$ cat src/rtl/fmr_pkg.sv
`default_nettype none
// ============================================================================
//  Module   : fmr_pkg
//  Purpose  : Shared types and helpers for the five-modular-redundancy
//             fault monitor: replica count, health-state encoding,
//             5-input popcount and 5-input majority.
//  Revision : 1.0  initial release
// ============================================================================
package fmr_pkg;

    localparam int NREP = 5;

    // System health states, 2-bit encoded to match the state output
    typedef enum logic [1:0] {
        ST_NORMAL   = 2'd0,
        ST_DEGRADED = 2'd1,
        ST_FAILED   = 2'd2
    } fmr_state_t;

    // Number of set bits in a 5-bit vector (0..5)
    function automatic logic [2:0] popcount5(input logic [NREP-1:0] v);
        logic [2:0] cnt;
        cnt = 3'd0;
        for (int i = 0; i < NREP; i++) begin
            cnt = cnt + {2'b00, v[i]};
        end
        return cnt;
    endfunction

    // True majority of five replica bits
    function automatic logic maj5(input logic [NREP-1:0] v);
        return (popcount5(v) >= 3'd3);
    endfunction

endpackage : fmr_pkg
`default_nettype wire

$ cat src/rtl/fmr_mismatch_ctr.sv
`default_nettype none
// ============================================================================
//  Module   : fmr_mismatch_ctr
//  Purpose  : Consecutive-mismatch counter for one replica plus its sticky
//             fault flag. The counter saturates at 2^CW-1 and the flag is
//             set on the edge where the count reaches THRESH. Once faulty,
//             the counter is frozen. fault_nxt exposes the flag's next value
//             so the parent can keep its summary outputs in step with it.
//  Revision : 1.0  initial release
// ============================================================================
module fmr_mismatch_ctr #(
    parameter int THRESH = 4,
    parameter int CW     = 3
) (
    input  logic clk,
    input  logic rst,
    input  logic clr,
    input  logic en,
    input  logic mismatch,
    output logic fault,
    output logic fault_nxt
);

    localparam logic [CW-1:0] c_cnt_max = {CW{1'b1}};
    localparam logic [CW-1:0] c_thresh  = CW'(THRESH);

    logic [CW-1:0] r_cnt;
    logic          r_fault;
    logic [CW-1:0] w_cnt_nxt;
    logic [CW-1:0] w_cnt_inc;
    logic          w_fault_nxt;

    // Saturating increment of the current run length
    assign w_cnt_inc = (r_cnt == c_cnt_max) ? r_cnt : r_cnt + 1'b1;

    // Next counter / flag: clear wins, faulty replicas freeze, a match breaks the run
    always_comb begin
        w_cnt_nxt   = r_cnt;
        w_fault_nxt = r_fault;
        if (clr) begin
            w_cnt_nxt   = '0;
            w_fault_nxt = 1'b0;
        end else if (en && !r_fault) begin
            if (mismatch) begin
                w_cnt_nxt = w_cnt_inc;
                if (w_cnt_inc == c_thresh) begin
                    w_fault_nxt = 1'b1;
                end
            end else begin
                w_cnt_nxt = '0;
            end
        end
    end

    // Counter and sticky flag registers
    always_ff @(posedge clk or posedge rst) begin
        if (rst) begin
            r_cnt   <= '0;
            r_fault <= 1'b0;
        end else begin
            r_cnt   <= w_cnt_nxt;
            r_fault <= w_fault_nxt;
        end
    end

    assign fault     = r_fault;
    assign fault_nxt = w_fault_nxt;

endmodule : fmr_mismatch_ctr
`default_nettype wire

$ cat src/rtl/fmr_fault_monitor.sv
`default_nettype none
// ============================================================================
//  Module   : fmr_fault_monitor
//  Purpose  : Supervisor for a five-replica majority voter. Checks that the
//             voter output is the true majority, tracks per-replica
//             consecutive disagreement with the voter, latches sticky fault
//             flags and reports NORMAL / DEGRADED / FAILED health.
//  Revision : 1.0  initial release
// ============================================================================
module fmr_fault_monitor
    import fmr_pkg::*;
#(
    parameter int THRESH = 4,
    parameter int CW     = 3
) (
    input  logic            clk,
    input  logic            rst,
    input  logic            in_valid,
    input  logic [NREP-1:0] X,
    input  logic            Z,
    input  logic            clr_faults,
    output logic [NREP-1:0] fault_mask,
    output logic [2:0]      num_faulty,
    output logic [1:0]      state,
    output logic            alarm,
    output logic            voter_err
);

    logic            w_maj;
    logic            w_voter_bad;
    logic            w_trusted;
    logic [NREP-1:0] w_mismatch;
    logic [NREP-1:0] w_fault;
    logic [NREP-1:0] w_fault_nxt;
    logic [2:0]      w_nf_nxt;
    fmr_state_t      w_state_nxt;

    fmr_state_t      r_state;
    logic [2:0]      r_num_faulty;
    logic            r_alarm;
    logic            r_voter_err;

    // A sample whose Z disagrees with the true majority is not used for fault tracking
    assign w_maj       = maj5(X);
    assign w_voter_bad = in_valid && (Z != w_maj);
    assign w_trusted   = in_valid && !w_voter_bad;
    assign w_mismatch  = X ^ {NREP{Z}};

    generate
        for (genvar i = 0; i < NREP; i++) begin : g_rep
            fmr_mismatch_ctr #(
                .THRESH (THRESH),
                .CW     (CW)
            ) u_ctr (
                .clk       (clk),
                .rst       (rst),
                .clr       (clr_faults),
                .en        (w_trusted),
                .mismatch  (w_mismatch[i]),
                .fault     (w_fault[i]),
                .fault_nxt (w_fault_nxt[i])
            );
        end
    endgenerate

    // Health is judged on the fault mask that will be registered this edge
    assign w_nf_nxt = popcount5(w_fault_nxt);

    // Next health state: only escalates; clear is the only way back
    always_comb begin
        w_state_nxt = r_state;
        if (clr_faults) begin
            w_state_nxt = ST_NORMAL;
        end else begin
            case (r_state)
                ST_NORMAL: begin
                    if (w_nf_nxt >= 3'd3)       w_state_nxt = ST_FAILED;
                    else if (w_nf_nxt != 3'd0)  w_state_nxt = ST_DEGRADED;
                end
                ST_DEGRADED: begin
                    if (w_nf_nxt >= 3'd3)       w_state_nxt = ST_FAILED;
                end
                ST_FAILED: begin
                    w_state_nxt = ST_FAILED;
                end
                default: begin
                    w_state_nxt = ST_NORMAL;
                end
            endcase
        end
    end

    // State register
    always_ff @(posedge clk or posedge rst) begin
        if (rst) begin
            r_state <= ST_NORMAL;
        end else begin
            r_state <= w_state_nxt;
        end
    end

    // Summary output registers, updated on the same edge as the fault flags
    always_ff @(posedge clk or posedge rst) begin
        if (rst) begin
            r_num_faulty <= 3'd0;
            r_alarm      <= 1'b0;
        end else begin
            r_num_faulty <= w_nf_nxt;
            r_alarm      <= (w_state_nxt == ST_FAILED);
        end
    end

    // Sticky voter-error flag
    always_ff @(posedge clk or posedge rst) begin
        if (rst) begin
            r_voter_err <= 1'b0;
        end else if (clr_faults) begin
            r_voter_err <= 1'b0;
        end else if (w_voter_bad) begin
            r_voter_err <= 1'b1;
        end
    end

    assign fault_mask = w_fault;
    assign num_faulty = r_num_faulty;
    assign state      = r_state;
    assign alarm      = r_alarm;
    assign voter_err  = r_voter_err;

endmodule : fmr_fault_monitor
`default_nettype wire
$ cat config.mk
export PLATFORM = sky130hd
export DESIGN_NAME = fmr_fault_monitor
export DESIGN_NICKNAME = d
export VERILOG_FILES = /design/src/rtl/fmr_pkg.sv /design/src/rtl/fmr_mismatch_ctr.sv /design/src/rtl/fmr_fault_monitor.sv
export SDC_FILE = /design/constraint.sdc
export NUM_CORES = 1
export LEC_CHECK = 0
export CORE_MARGIN = 4
export CORE_UTILIZATION = 30
export DETAILED_ROUTE_END_ITERATION = 12
export HOLD_SLACK_MARGIN = 0.06
export PLACE_DENSITY = 0.53
export SYNTH_ARGS = -nofsm -noshare
export SYNTH_HDL_FRONTEND = slang
export SYNTH_SLANG_ARGS = --single-unit
$ cat constraint.sdc
create_clock -name clk -period 5.3 [get_ports clk]
set_input_delay 0.795 -clock clk [delete_from_list [all_inputs] [get_ports clk]]
set_output_delay 0.795 -clock clk [all_outputs]
set_load 0.01 [all_outputs]
After elaboration in Yosys (flattened, before gate mapping)
Index checks and enable logic that the tools add are counted.
Storage, ports and cells
  flip-flop bits (word level): 27
  bits of input ports: 10
  output and inout bits: 12
Operators by class
  add/subtract/negate cells: 13
  order comparisons: 2
  equality and inequality tests: 14
  mux-type cells: 47
  bitwise logic cells: 1
  reduce and logical (&&, ||, !) cells: 21
Operators with widths (count)
  3-bit 2-to-1 mux: 20
  3-bit equality test (second input constant): 10
  1-bit 2-to-1 mux: 22
  3-bit by 1-bit adder with 3-bit output (second input constant): 5
  3-bit by 1-bit adder with 3-bit output: 4
  2-bit nonzero test: 6
  2-bit 2-to-1 mux: 4
  1-bit logical AND: 7
  2-bit by 1-bit adder with 3-bit output: 2
  3-bit by 2-bit greater-or-equal comparator with 1-bit output (second input constant): 2
  1-bit zero test: 6
  2-bit one-hot mux with 3 select lines: 1
  5-bit XOR: 1
  1-bit by 1-bit adder with 2-bit output: 2
  2-bit equality test (second input constant): 2
  3-bit nonzero test: 1
  2-bit by 1-bit equality test with 1-bit output (second input constant): 1
  2-bit zero test: 1
  1-bit inequality test: 1

Depth between registers and ports, before layout
  depth after elaboration: 22
  gate-level depth with buffers: 18
  mapped depth without buffers: 16

Hierarchy
From an unflattened synthesis, not the netlist that was laid out.
Second synthesis, totals
  cell total of the unflattened synthesis: 172
  area, all modules: 1682.9 µm²
Modules (own cells, without submodules)
  fmr_mismatch_ctr: instances 5, cells each 24, area an instance 237.7 µm²
  fmr_fault_monitor: instances 1, cells each 52, area an instance 494.2 µm²

Least setup slack after synthesis
OpenSTA, ideal clock, no wires.
  path kind: in2reg
  from: in X[0]
  to: reg r_alarm (netlist: alarm)
  setup time: 0.138 ns
  arrival time: 4.514 ns
  required time: 5.162 ns
  slack: 0.648 ns
  stages: 18
  cells stage by stage: inv_1 -> fa_1 -> fa_1 -> inv_1 -> ha_1 -> nor2b_1 -> or3_4 -> buf_6 -> a21oi_2 -> buf_6 -> a32oi_1 -> fa_1 -> inv_1 -> fa_1 -> ha_1 -> a21o_1 -> nor2_1 -> a211oi_1
On the way
  longest elaborated chain between the ends: 22
RTL lines
  from (decl): RTL line fmr_fault_monitor.sv:19  | input logic [NREP-1:0] X,
  1-bit by 1-bit adder with 2-bit output: RTL line fmr_pkg.sv:25  | cnt = cnt + {2'b00, v[i]};
  2-bit by 1-bit adder with 3-bit output: RTL line fmr_pkg.sv:25
  3-bit by 1-bit adder with 3-bit output (2 in a row): RTL line fmr_pkg.sv:25
  3-bit by 2-bit greater-or-equal comparator with 1-bit output: RTL line fmr_pkg.sv:32  | return (popcount5(v) >= 3'd3);
  1-bit inequality test: RTL line fmr_fault_monitor.sv:45  | assign w_voter_bad = in_valid && (Z != w_maj);
  1-bit logical AND: RTL line fmr_fault_monitor.sv:45
  1-bit zero test: RTL line fmr_fault_monitor.sv:46  | assign w_trusted = in_valid && !w_voter_bad;
  1-bit logical AND: RTL line fmr_fault_monitor.sv:46
  [... 4 more ...]
  2-bit by 1-bit adder with 3-bit output: RTL line fmr_pkg.sv:25
  3-bit by 1-bit adder with 3-bit output: RTL line fmr_pkg.sv:25
  3-bit by 1-bit adder with 3-bit output (*): RTL line fmr_pkg.sv:25
  net w_nf_nxt[1]: RTL line fmr_fault_monitor.sv:35  | logic [2:0] w_nf_nxt;
  parallel branches: the longest is 3 deep, another holds 3-bit by 2-bit greater-or-equal comparator with 1-bit output
  2-bit one-hot mux with 3 select lines (*): RTL line fmr_fault_monitor.sv:75  | case (r_state)
  2-bit 2-to-1 mux (*): RTL line fmr_fault_monitor.sv:72  | if (clr_faults) begin
  2-bit equality test (*): RTL line fmr_fault_monitor.sv:109  | r_alarm <= (w_state_nxt == ST_FAILED);
  to (signal assigned): RTL line fmr_fault_monitor.sv:109
  to (decl): RTL line fmr_fault_monitor.sv:40  | logic r_alarm;
Mark *: on every way through the listed nets, which the timed path passes.
A chain may end at the register's enable or synchronous reset.

Final worst setup path
  from: in X[0]
  to: reg r_state[1] (netlist: state[1])
On the way
  longest elaborated chain between the ends: 21
RTL lines
  1-bit by 1-bit adder with 2-bit output: RTL line fmr_pkg.sv:25
  2-bit by 1-bit adder with 3-bit output: RTL line fmr_pkg.sv:25
  3-bit by 1-bit adder with 3-bit output (2 in a row): RTL line fmr_pkg.sv:25
  3-bit by 2-bit greater-or-equal comparator with 1-bit output: RTL line fmr_pkg.sv:32
  1-bit inequality test: RTL line fmr_fault_monitor.sv:45
  1-bit logical AND: RTL line fmr_fault_monitor.sv:45
  1-bit zero test: RTL line fmr_fault_monitor.sv:46
  1-bit logical AND: RTL line fmr_fault_monitor.sv:46
  [... 4 more ...]
  2-bit by 1-bit adder with 3-bit output: RTL line fmr_pkg.sv:25
  3-bit by 1-bit adder with 3-bit output: RTL line fmr_pkg.sv:25
  3-bit by 1-bit adder with 3-bit output (*): RTL line fmr_pkg.sv:25
  net w_nf_nxt[1]: RTL line fmr_fault_monitor.sv:35
  parallel branches: the longest is 3 deep, another holds 3-bit by 2-bit greater-or-equal comparator with 1-bit output
  2-bit one-hot mux with 3 select lines (*): RTL line fmr_fault_monitor.sv:75
  2-bit 2-to-1 mux (*): RTL line fmr_fault_monitor.sv:72
  net w_state_nxt[1]: RTL line fmr_fault_monitor.sv:36  | fmr_state_t w_state_nxt;
  to (signal assigned): RTL line fmr_fault_monitor.sv:98  | r_state <= w_state_nxt;
  to (decl): RTL line fmr_fault_monitor.sv:38  | fmr_state_t r_state;
Marked as above.

==> impl_metrics.csv <==
group,metric,value,unit
die,die_w,85.8,µm
logic_synthesis,syn_area,1820,µm²
critical_path,crit_path_max_fanout,7,
global_routing,grt_pass1_vias,1515,
clocking,htreeDepth,1,
logic_synthesis,avgSynthCellArea,9.46,µm²
layout,instances_no_fill,290,
timing,period_needed,4930,ps
logic_synthesis,synth_common_cells,"27 x dfrtp_1, 24 x nand2_1, 18 x inv_1",
critical_path,critical-path-top-delay-family,"adder cells",
clocking,numCtsBuffers,3,
global_routing,grt_usage,13.0,%
timing,finalSetupViolations,0,
placed_design,place_inst,286,
routing,first_iter_violations,69,
hold_path,hold_path_class,"reg2reg",
power,power_density,210,nW/µm²
logic_synthesis,synth.most_common_cell,"dfrtp_1",
timing,rsz0062_at_grt,"no",
power,leakagePower,0.916,nW
power,vdd_ir_drop_max,0.000100,V
placed_design,gp_congestion,0.756,
logic_synthesis,ys.warnings.count,0,
logic_synthesis,synth_fp_nets,213,
critical_path,crit_required,5500,ps
critical_path,worst_setup_path_end_kind,"flop",
clocking,tritoncts,"yes",
clocking,cts_resized,0,
flow_run,cap_violations,0,
routing,avgRoutedWirePerCell,15.1,µm
clocking,clockRootBuffer,"clkbuf_8",
logic_synthesis,synth_edf_count,0,
logic_synthesis,synth_cell_types,41,
power,total_power,0.453,mW
critical_path,start_kind,"input pin",
global_routing,grt-ovfl-total,0,
clocking,hold_buffers,0,
logic_synthesis,ys_ff_latch,27,
critical_path,crit_type,"in2reg",
routing,dr.pass1.iters,4,
logic_synthesis,synth-async-reset-ratio,100,%
timing,finalCritPeriodShare,93.0,%
routing,route.detailed.drc,0,
die,die_y,85.8,µm
timing,timing.fmax,203,MHz
layout,diodes,0,
critical_path,critPathMaxStageDelay,560,ps
layout,stdcell_area,2160,µm²
timing,drv_slew,0,
timing,hold_viol_final,0,
global_routing,antenna_found_initial,0,
die,die_area,7370,µm²
timing,finalSetupTns,0,ps
critical_path,crit_path_frequent_cell,"fa_1",
critical_path,worstPathArrival,5120,ps
clocking,clock_sinks,27,
logic_synthesis,synth_top_area_share,37.2,%
die,ios,22,
placed_design,place_area,2110,µm²
clocking,clockBufferDepth,2,
critical_path,cp_cell_sequence,"clkdlybuf4s50_1 -> inv_1 -> fa_1 -> fa_1 -> inv_1 -> ha_1 -> nor2b_1 -> or3_4 -> a21oi_2 -> a32oi_1 -> fa_1 -> inv_1 -> fa_1 -> ha_1 -> a21o_1 -> nor2_1 -> a211oi_1",
die,fp-row-count,28,
global_routing,grt_max_degree,28,
critical_path,crit_buf_inv,4,
timing,layout_setup_ws,373,ps
layout,utilization,36.7,%
timing,fin_hold_ws,508,ps
logic_synthesis,yosysSeqAreaShare,37.2,%
die,design.core.area,5890,µm²
clocking,path_clk_slew,100,ps
layout,drive_gt1_share,10.7,%
clocking,clk_latency,280,ps
layout,syn_to_final_growth,18.9,%
placed_design,place_hpwl,3200,µm
routing,antenna_left,0,
logic_synthesis,synth_cells,192,
routing,vias_per_cell,5.21,
timing,relSlewSlack,69.3,%
clocking,postCtsSetupBuffers,0,
logic_synthesis,yosys-top-cells-area,"dfrtp_1 37%, o32ai_1 6.7%, nand2_1 5.0%",
timing,fin_skew,1.90,ps
placed_design,pre_cts_ws,76.9,ps
die,start_util,30.9,%
run_status,outcome,"finished clean",
global_routing,grt_pass1_wl,7530,µm
layout,nets,237,
timing,worst_pin_slew,459,ps
routing,wl,4370,µm
routing,vias,1511,
placed_design,port_buffers,21,
logic_synthesis,synthFlopType,"dfrtp_1",
logic_synthesis,synth.largest_area_cell,"dfrtp_1",
critical_path,cpMaxStageDelayCell,"fa_1",
## cells by family (layout without fill, tap and decap cells)
kind of cell | count (synthesis) | in the layout | share of synthesized area (%)
xor+xnor | 8 | 8 | 3.86
compound gates | 55 | 55 | 23.9
simple gates | 59 | 59 | 16.8
fa+ha+maj | 11 | 11 | 9.23
flops | 27 | 27 | 37.2
buf+inv | 32 | 55 | 9.02
## sequential cells by signal (all words and copies together) (netlist names)
signal,cells
alarm,1
voter_err,1
g_rep.u_ctr.r_cnt,15
state,2
num_faulty,3
g_rep.u_ctr.fault,5
## cell type report
class	count	area, µm²
Clock inverter	1	7.51
Sequential cell	27	676
Multi-Input combinational cell	133	977
Inverter	19	71.3
Tap cell	75	93.8
Clock buffer	3	41.3
Timing Repair Buffer	32	293
Fill cell	614	3730
## where the power goes
| part | switching, mW | internal, mW |
|---|---|---|
| Sequential | 0.00663 | 0.211 |
| Clock | 0.0741 | 0.0536 |
| Combinational | 0.0603 | 0.0465 |
| Total | 0.141 | 0.312 |
## routing by layer
layer	vias up	track usage, %	wire length, µm
met4	0	4.32	57
met1	724	16.3	1950
met3	5	2.40	227
met2	35	22.3	2140
li1	747	-	-
met5	-	0	0
## tightest hold or removal path, stage by stage (launching register included)
cell	delay, ps
dfrtp_1	360
a31oi_1	50
nor2_1	70
## cell usage in the layout (no fill, tap or decap), types with 2 or more instances in the layout
cell type / synthesis / final
o21ai_0: 5 / 5
a21oi_1: 6 / 6
o211ai_1: 3 / 3
buf_4: 5 / 11
ha_1: 7 / 7
xnor2_1: 3 / 3
dfrtp_1: 27 / 27
nor4bb_1: 4 / 4
clkbuf_8: 0 / 3
a211oi_1: 2 / 2
nand2_1: 24 / 24
and2_1: 3 / 3
o21bai_1: 2 / 2
inv_1: 18 / 18
a32o_1: 3 / 3
nor2b_1: 4 / 4
fa_1: 4 / 4
a221oi_1: 5 / 5
nor2_1: 11 / 11
a32oi_1: 3 / 3
xor2_1: 5 / 5
or2_2: 4 / 4
clkdlybuf4s50_1: 0 / 21
nand2b_1: 3 / 3
o32ai_1: 14 / 14
a311o_1: 5 / 5
## path summary, 6_finish.rpt
path | slack (ps) | cells past startpoint | endpoint | start
worst max-delay path | 370 | 17 | state[1] | X[0]
worst min-delay path | 510 | 2 | voter_err | voter_err
worst max register to register | 2050 | 12 | state[1] | g_rep[0].u_ctr.r_cnt[0]
worst min register to register | 510 | 2 | voter_err | voter_err
max in group asynchronous | 4150 | 3 | g_rep[0].u_ctr.fault | rst
min in group asynchronous | 870 | 3 | g_rep[4].u_ctr.r_cnt[0] | rst
Note: power is estimated with default switching activity, not from simulation.
